[config.mk]
export PLATFORM = sky130hd
export DESIGN_NAME = gray_sequencer
export DESIGN_NICKNAME = d
export VERILOG_FILES = /design/src/rtl/gray_sequencer.sv
export SDC_FILE = /design/constraint.sdc
export NUM_CORES = 1
export LEC_CHECK = 0
export CORE_MARGIN = 4
export CORE_UTILIZATION = 55
export CTS_CLUSTER_DIAMETER = 60
export DETAILED_ROUTE_END_ITERATION = 12
export GPL_ROUTABILITY_DRIVEN = 0
export PLACE_DENSITY = 0.84
export SYNTH_ARGS = -nofsm -noshare
export SYNTH_HDL_FRONTEND = slang
export SYNTH_SLANG_ARGS = --single-unit
[constraint.sdc]
create_clock -name clk -period 4.31 [get_ports clk]
set_input_delay 1.293 -clock clk [delete_from_list [all_inputs] [get_ports clk]]
set_output_delay 1.293 -clock clk [all_outputs]
set_load 0.05 [all_outputs]
[src/rtl/gray_sequencer.sv]
// Up/down step counter with registered Gray encoding; auto-runs on a prescaled tick or steps manually.
// Latency: an event sampled on edge N is visible after edge N. There is no backpressure; load beats advance.
module gray_sequencer #(
    parameter int WIDTH    = 4,
    parameter int TICK_DIV = 13_500_000
) (
    input  logic             clk,
    input  logic             rst,
    input  logic             en,
    input  logic             step,
    input  logic             dir,
    input  logic             load,
    input  logic [WIDTH-1:0] bin_in,
    output logic [WIDTH-1:0] gray,
    output logic [WIDTH-1:0] bin_cnt,
    output logic             valid,
    output logic             wrap
);

    localparam int              PW         = $clog2(TICK_DIV);
    localparam logic [PW-1:0]   PRESC_LAST = PW'(TICK_DIV - 1);
    localparam logic [WIDTH-1:0] CNT_MAX   = '1;

    typedef enum logic {IDLE, RUN} state_e;

    state_e           state_q, state_d;
    logic [PW-1:0]    presc_q, presc_d;
    logic [WIDTH-1:0] bin_q, bin_d;
    logic [WIDTH-1:0] gray_q, gray_d;
    logic             valid_q, valid_d;
    logic             wrap_q, wrap_d;
    logic             tick;
    logic             adv;
    logic [WIDTH-1:0] nxt;

    always_ff @(posedge clk or posedge rst) begin
        if (rst) begin
            state_q <= IDLE;
            presc_q <= '0;
            bin_q   <= '0;
            gray_q  <= '0;
            valid_q <= 1'b0;
            wrap_q  <= 1'b0;
        end else begin
            state_q <= state_d;
            presc_q <= presc_d;
            bin_q   <= bin_d;
            gray_q  <= gray_d;
            valid_q <= valid_d;
            wrap_q  <= wrap_d;
        end
    end

    // Prescaler only counts while staying in RUN; leaving RUN on this edge suppresses the tick.
    always_comb begin
        state_d = state_q;
        presc_d = '0;
        tick    = 1'b0;
        case (state_q)
            IDLE: begin
                if (en) state_d = RUN;
            end
            RUN: begin
                if (!en) begin
                    state_d = IDLE;
                end else begin
                    tick    = (presc_q == PRESC_LAST);
                    presc_d = (tick || load) ? '0 : presc_q + PW'(1);
                end
            end
            default: state_d = IDLE;
        endcase
    end

    always_comb begin
        adv     = tick | step;
        nxt     = dir ? bin_q + WIDTH'(1) : bin_q - WIDTH'(1);
        bin_d   = bin_q;
        gray_d  = gray_q;
        valid_d = 1'b0;
        wrap_d  = 1'b0;
        if (load) begin
            bin_d   = bin_in;
            gray_d  = bin_in ^ (bin_in >> 1);
            valid_d = 1'b1;
        end else if (adv) begin
            bin_d   = nxt;
            gray_d  = nxt ^ (nxt >> 1);
            valid_d = 1'b1;
            wrap_d  = dir ? (bin_q == CNT_MAX) : (bin_q == '0);
        end
    end

    assign gray    = gray_q;
    assign bin_cnt = bin_q;
    assign valid   = valid_q;
    assign wrap    = wrap_q;

endmodule

# Yosys cells after proc, flatten, opt, wreduce, memory -nomap -nowiden

Cells that the tools add are included.

Bits in writable memories: 0
Output and inout bits: 10
Register bits after elaboration: 35
Logic and storage cells: 33
Memories kept: 0
Input bits: 10
Memory bits (read-only): 0
Bits in latches: 0

Bitwise gates (word level): 3
Mux-type cells: 16
Multipliers: 0
Eq/ne operators: 2
Magnitude comparators: 0
Div/mod/pow operators: 0
$add $sub $neg: 3
Shift-type cells: 0
Reductions and logical operators: 3

Operators with widths:

| cell                                             | number |
|---|---|
| 2-to-1 mux 24 bit                                | 3 |
| adder 24 x 1 -> 24 bit, second input constant    | 1 |
| equality test 24 bit, second input constant      | 1 |
| 2-to-1 mux 4 bit                                 | 5 |
| 2-to-1 mux 1 bit                                 | 8 |
| bitwise XOR 4 x 3 -> 4 bit                       | 2 |
| adder 4 x 1 -> 4 bit, second input constant      | 1 |
| equality test 4 bit, second input constant       | 1 |
| zero test 4 bit                                  | 1 |
| subtractor 4 x 1 -> 4 bit, second input constant | 1 |
| nonzero test 2 bit                               | 1 |
| logical OR 1 bit                                 | 1 |
| OR 1 bit                                         | 1 |

# Depth between registers and ports, before layout

Gate-level depths: netlist of run 1.

Depth after elaboration: 6
Depth in mapped cells: 7

# Worst setup path after synthesis of run 1

OpenSTA, ideal clock, no wires.

Path type: input to register
Start: in dir
End: reg gray_q[2], in the netlist gray[2]
Data required time: 4.186 ns
Arrival: 2.496 ns
Stages on the path: 5
Path slack: 1.690 ns
Cell sequence: fa_1 -> xnor2_1 -> xor2_1 -> xnor2_1 -> o31a_1

Longest elaborated chain between the ends: 4

RTL lines:

| item                       | line | text |
|---|---|---|
| from (decl)                | 11   | `input logic dir,` |
| 2-to-1 mux 4 bit           | 77   | `nxt = dir ? bin_q + WIDTH'(1) : bin_q - WIDTH'(1);` |
| bitwise XOR 4 x 3 -> 4 bit | 88   | `gray_d = nxt ^ (nxt >> 1);` |
| 2-to-1 mux 4 bit           | 86   | `end else if (adv) begin` |
| 2-to-1 mux 4 bit           | 82   | `if (load) begin` |
| to (signal assigned)       | 48   | `gray_q <= gray_d;` |
| to (decl)                  | 29   | `logic [WIDTH-1:0] gray_q, gray_d;` |

Every way passes these cells. The select of a mux whose other input is x is not followed.
A chain may end at the register's enable or synchronous reset.

# Worst setup path in the final report of run 1

Start: in dir
End: reg bin_q[3], in the netlist bin_cnt[3]

Longest elaborated chain between the ends: 3

RTL lines:

| item                 | line | text |
|---|---|---|
| 2-to-1 mux 4 bit     | 77   |  |
| 2-to-1 mux 4 bit     | 86   |  |
| 2-to-1 mux 4 bit     | 82   |  |
| to (signal assigned) | 47   | `bin_q <= bin_d;` |
| to (decl)            | 28   | `logic [WIDTH-1:0] bin_q, bin_d;` |

Every way passes these cells. The select of a mux whose other input is x is not followed.

==> results of run 1 <==
==> layout make-up <==
cell class,count,share of cell area
Sequential cell,34,0.4082
Timing Repair Buffer,20,0.09484
Inverter,7,0.01261
Multi-Input combinational cell,134,0.4274
Clock inverter,2,0.006002
Clock buffer,6,0.02461
Tap cell,44,0.02641
==> critical path, delay by kind of cell <==
| family | cells | cell delay [ns] |
|---|---|---|
| xor+xnor | 1 | 0.13 |
| compound gates | 3 | 0.52 |
| buf+inv | 2 | 0.68 |
| simple gates | 1 | 0.32 |
| fa+ha+maj | 1 | 0.30 |
==> flip-flops by register name, summed over array words and instances (netlist names) <==
name and flops:
bin_cnt 4, gray 3, presc_q 24, state_q 1, valid 1, wrap 1
==> cell usage in the layout, fill, tap and decap left out, drive strengths merged, types with 2 or more instances in the layout <==
cell           synthesis  final
mux2i                  3      3
dfrtp                 34     34
nand4bb                2      2
nand2                 14     14
clkbuf                 1      6
nand4                  8      8
a21oi                  3      3
nand3                  9      9
inv                    7      7
nor4                   2      2
xnor2                 12     12
nor3                   5      5
o21ai                  3      3
nor2                  36     36
ha                     3      3
clkdlybuf4s50          0     19
xor2                  20     20
==> power by group through the flow <==
stage | combinational, W | sequential [W] | clock [W]
after detailed placement | 0.000199 | 0.000354 | 0
after floorplan | 0.0000914 | 0.000402 | 0
after global placement | 0.000194 | 0.000353 | 0
after global routing | 0.000212 | 0.000350 | 0.000211
final | 0.000197 | 0.000347 | 0.000187
after CTS | 0.000199 | 0.000347 | 0.000193
==> how the worst max path moves through the flow <==
stage          start                endpoint  slack, ns  depth (start not counted)
6_report         dir  bin_cnt[3]$_DFFE_PP0P_       1.32                          8
3_3_place_gp     dir  bin_cnt[3]$_DFFE_PP0P_       1.06                          8
4_1_cts          dir  bin_cnt[3]$_DFFE_PP0P_       1.33                          8
3_5_place_dp     dir  bin_cnt[3]$_DFFE_PP0P_       0.95                          8
5_1_grt          dir  bin_cnt[3]$_DFFE_PP0P_       1.16                          8
2_1_floorplan    dir     gray[2]$_DFFE_PP0P_       1.69                          5
==> layer usage <==
layer  vias up  part of all wire  GRT usage
met1       631              0.46     0.2335
met5         -                 0          0
met2        21              0.49     0.3072
li1        657                 -          -
met4         0             0.011    0.05440
met3         4             0.040    0.05641
==> cells by family after synthesis <==
logic type               count (synthesis)  synth area share
buffers and inverters                   12           0.03601
flip-flops                              34            0.4709
AND/OR/NAND/NOR                         81            0.2306
adder cells (fa/ha/maj)                  4           0.03186
AO/OA/AOI/OAI                           13           0.05264
XOR/XNOR                                32            0.1551
multiplexers                             4           0.02285
==> through the flow <==
| step | util | hold slack, ns | power (W) | setup WS [ns] | cells |
|---|---|---|---|---|---|
| global placement | 0.6512 | 0.4727 | 0.0005470 | 1.065 | 239 |
| CTS | 0.6718 | 0.4996 | 0.0007398 | 1.326 | 247 |
| finish | 0.6718 | 0.4970 | 0.0007314 | 1.320 | 247 |
| floorplan | - | 0.4504 | 0.0004938 | 1.690 | 180 |
| detailed placement | 0.6512 | 0.4842 | 0.0005523 | 0.9515 | 239 |
| global route | 0.6718 | 0.5446 | 0.0007728 | 1.162 | 247 |
==> run_results.csv, run 1 <==
group,metric,value,unit
hold_path,min_path_cells,1,
cts,cts_root_buffer,"clkbuf_4",
cts,hold_buffers,0,
setup_path,end_kind,"flop",
cts,htreeDepth,2,
power_and_ir_drop,power.share.switching,0.3304,
setup_path,slowest_stage,"clkdlybuf4s50_1",
synth,synth_top_flop_cell,"dfrtp_1",
grt,grt_first_pass_wirelength,6085,um
timing,rsz0062_at_grt,"false",
final_layout,multi_input_area,890.9,sq um
hold_path,holdCritStartpoint,"presc_q[0]$_DFF_PP0_",
cts,cts_setup_buffers,0,
final_layout,diodes,0,
place,detailed_place_hpwl,2480,um
drt,postRouteAntennaNets,0,
die,start_util,0.5823,
cts,postCtsResizedCells,0,
synth,synth_edf_count,0,
status,status,"completed",
die,num_rows,20,
final_layout,area_growth,15.37,%
job,maxCapViolations,0,
timing,slew_viol_final,0,
cts,cts_sinks,34,
timing,relSlewSlack,0.4833,
timing,fmax,334.5,MHz
power_and_ir_drop,combPwrFrac,0.269,
cts,cts.path.max_buffers,2,
final_layout,fin_area,2085,sq um
cts,cts.clk_slew.worst_paths,0.11,ns
synth,netlist.area_leader.share,0.4709,
die,die_x,65.32,um
final_layout,drive_above_1_share,0.07389,
grt,overflow,0,
power_and_ir_drop,p_seq_frac,0.475,
synth,yosys_warnings,0,
synth,synth_area_leaders,"dfrtp_1, xor2_1, nor2_1",
timing,hold_viol,0,
die,dieArea,4266,sq um
setup_path,critical-path-max-stage-delay,0.59,ns
setup_path,worst-setup-path-type,"in2reg",
synth,ys_ff_latch,34,
grt,grt_max_degree,25,
drt,via_per_inst,5.316,
drt,avgRoutedWirePerCell,13.55,um
synth,syn_nets,194,
cts,clk_latency,0.33,ns
drt,routed_wl,3348,um
place,placed_cell_area,2021,sq um
setup_path,start_kind,"input port",
setup_path,r2r_slack,2.12,ns
timing,worst_slew_pin_slew,0.7691,ns
drt,num_vias,1313,
setup_path,worstReg2RegEnd,"bin_cnt[3]$_DFFE_PP0P_",
timing,layout_worst_path_cycle_share,0.6937,
synth,synth.most_common_cell,"nor2_1",
power_and_ir_drop,p_clk_frac,0.256,
drt,dr.pass1.iters,4,
synth,ys_seq_area_frac,0.4709,
final_layout,nets,216,
setup_path,crit_chain,"clkdlybuf4s50_1, inv_1, ha_1, a21o_1, a21oi_1, xnor2_1, or3_1, a31oi_1",
grt,grt_util_all_layers,0.1856,
grt,grt_pass1_vias,1348,
cts,tritoncts,"yes",
setup_path,arrival,3.25,ns
drt,first_iter_violations,78,
cts,numCtsBuffers,5,
synth,synth_area,1807,sq um
drt,drc,0,
place,numPortBuffers,19,
final_layout,regArea,850.8,sq um
power_and_ir_drop,p_leak,0.8518,nW
timing,min_period,2.990,ns
power_and_ir_drop,ir_drop,0.0001757,V
synth,synth_cell_types,35,
setup_path,critical_path.max_fanout,5,
setup_path,r2r_start,"presc_q[0]$_DFF_PP0_",
synth,synthArstFlopShare,1.000,
setup_path,cp.required,4.57,ns
setup_path,r2r_cells,6,
timing,tns,0,ns
power_and_ir_drop,switching_power,0.0002417,W
final_layout,num-fill-cells,269,
hold_path,whs_endpoint,"presc_q[0]$_DFF_PP0_",
power_and_ir_drop,intPower,0.0004897,W
power_and_ir_drop,p_per_area,350.9,nW/um^2
timing,setup_viol,0,
synth,netlist_instances,180,
synth,synth_top_cell_by_area,"dfrtp_1",
hold_path,hold_class,"reg2reg",
die,die_y,65.32,um
synth,synth_top_cells_by_count,"nor2_1, dfrtp_1, xor2_1",
die,io_pins,20,
timing,fin_skew,0.006723,ns
grt,antenna_found_initial,0,
die,core_area,3103,sq um
synth,syn_avg_cell_area,10.04,sq um
Power figures use the tool's default switching activity.
==> run 2, diff against run 1 <==
==> constraint.sdc (replaced) <==
create_clock -name clk -period 2.9 [get_ports clk]
set_input_delay 0.87 -clock clk [delete_from_list [all_inputs] [get_ports clk]]
set_output_delay 0.87 -clock clk [all_outputs]
set_load 0.05 [all_outputs]
==> run_results.csv, run 2 (synthesized netlist as in run 1, its figures left out) <==
group,metric,value,unit
cts,cts.path.max_buffers,2,
cts,htreeDepth,2,
grt,grt_first_pass_wirelength,5740,um
place,pre_cts_slack,-0.04315,ns
setup_path,cp.required,3.17,ns
hold_path,whs_endpoint,"presc_q[0]$_DFF_PP0_",
drt,first_iter_violations,76,
timing,worst_slew_pin_slew,0.7224,ns
drt,postRouteAntennaNets,0,
power_and_ir_drop,p_clk_frac,0.246,
timing,relSlewSlack,0.5147,
setup_path,worst-setup-path-type,"in2reg",
grt,overflow,0,
timing,setup_viol,0,
die,die_x,65.32,um
die,io_pins,20,
timing,fin_skew,0.007037,ns
die,core_area,3103,sq um
setup_path,critical_path.max_fanout,5,
hold_path,holdCritStartpoint,"presc_q[0]$_DFF_PP0_",
die,dieArea,4266,sq um
drt,dr.pass1.iters,4,
grt,grt_use_met2,0.2996,
final_layout,drive_above_1_share,0.07353,
cts,clk_latency,0.33,ns
timing,layout_worst_path_cycle_share,0.8842,
cts,hold_buffers,0,
setup_path,arrival,2.83,ns
final_layout,diodes,0,
final_layout,layout_common_cells,"nor2_1, dfrtp_1, xor2_1, clkdlybuf4s50_1, nand2_1",
setup_path,end_kind,"flop",
cts,cts.clk_slew.worst_paths,0.10,ns
timing,layout_setup_ws,0.3358,ns
setup_path,worstReg2RegEnd,"bin_cnt[3]$_DFFE_PP0P_",
final_layout,area_growth,15.58,%
setup_path,r2r_start,"presc_q[0]$_DFF_PP0_",
drt,avgRoutedWirePerCell,13.41,um
power_and_ir_drop,power.share.switching,0.3238,
place,placed_cell_area,2028,sq um
timing,hold_viol,0,
cts,cts_setup_buffers,0,
place,detailed_place_hpwl,2560,um
cts,cts_sinks,34,
final_layout,postLayoutCoreUtil,0.6730,
timing,rsz0062_at_grt,"false",
drt,num_vias,1294,
job,maxCapViolations,0,
power_and_ir_drop,ir_drop,0.0003416,V
timing,min_period,2.564,ns
place,dpl.cell_count,240,
cts,cts_root_buffer,"clkbuf_4",
power_and_ir_drop,p_per_area,521.0,nW/um^2
drt,via_per_inst,5.218,
hold_path,min_path_cells,1,
die,num_rows,20,
grt,gr-usage-met1,0.2091,
grt,grt_pass1_vias,1267,
power_and_ir_drop,combPwrFrac,0.278,
grt,use_met3,0.05641,
place,numPortBuffers,19,
grt,grt_util_all_layers,0.1764,
die,die_y,65.32,um
setup_path,start_kind,"input port",
timing,fmax,390.0,MHz
drt,routed_wl,3326,um
die,start_util,0.5823,
final_layout,largest_register,"presc_q",
setup_path,r2r_cells,6,
grt,antenna_found_initial,0,
power_and_ir_drop,power,0.001088,W
setup_path,r2r_slack,0.71,ns
cts,numCtsBuffers,5,
drt,drc,0,
final_layout,largest_reg_flops,24,
timing,slew_viol_final,0,
power_and_ir_drop,switching_power,0.0003523,W
power_and_ir_drop,p_leak,0.8576,nW
final_layout,nets,217,
power_and_ir_drop,p_seq_frac,0.476,
cts,postCtsResizedCells,0,
final_layout,layout_commonest_cell,"nor2_1",
grt,grt_max_degree,35,
power_and_ir_drop,intPower,0.0007357,W
grt,gr-max-usage-layer,"met2",
final_layout,fin_area,2088,sq um
final_layout,final_cells,248,
cts,tritoncts,"yes",
hold_path,hold_class,"reg2reg",
status,status,"completed",
run 2: cell type report:
cell class,count,area [sq um]
sequential,34,850.8
timing repair buffer,21,205.2
multi-input combinational,134,890.9
tap,44,55.05
inverter,7,26.28
clock inverter,1,5.005
clock buffer,7,55.05
fill,255,1015
run 2: power by group through the flow:
stage / sequential (W) / clock [W] / combinational, W
floorplan: 0.000598 / 0 / 0.000136
detailed placement: 0.000527 / 0 / 0.000306
finish: 0.000518 / 0.000267 / 0.000303
global route: 0.000523 / 0.000295 / 0.000327
CTS: 0.000518 / 0.000273 / 0.000306
global placement: 0.000525 / 0 / 0.000296
run 2: worst max path at each step:
| stage | cells after the start | from | end | slack, ns |
|---|---|---|---|---|
| after global placement | 8 | dir | bin_cnt[3]$_DFFE_PP0P_ | 0.07 |
| final | 8 | dir | bin_cnt[3]$_DFFE_PP0P_ | 0.34 |
| after detailed placement | 8 | dir | bin_cnt[3]$_DFFE_PP0P_ | -0.04 |
| after floorplan | 5 | dir | gray[2]$_DFFE_PP0P_ | 0.70 |
| after CTS | 8 | dir | bin_cnt[3]$_DFFE_PP0P_ | 0.33 |
| after global routing | 8 | dir | bin_cnt[3]$_DFFE_PP0P_ | 0.19 |
run 2: routing by layer:
layer	share of wire	vias to the layer above	routed length, um
li1	-	653	-
met5	0	-	0
met2	0.50	23	1657
met4	0.016	0	52
met3	0.040	7	133
met1	0.45	611	1483
run 2: per-stage QoR:
stage	TNS (ns)	hold WS, ns
final	0	0.5052
after floorplan	0	0.4504
after CTS	0	0.5094
after global placement	0	0.4726
after global routing	0	0.5225
after detailed placement	-0.04315	0.4957
run 2: critical path, stage by stage:
cell and delay (ns):
clkdlybuf4s50_1 0.59, inv_1 0.10, ha_1 0.30, a21o_1 0.17, a21oi_1 0.18, xnor2_1 0.12
or3_1 0.33, a31oi_1 0.16
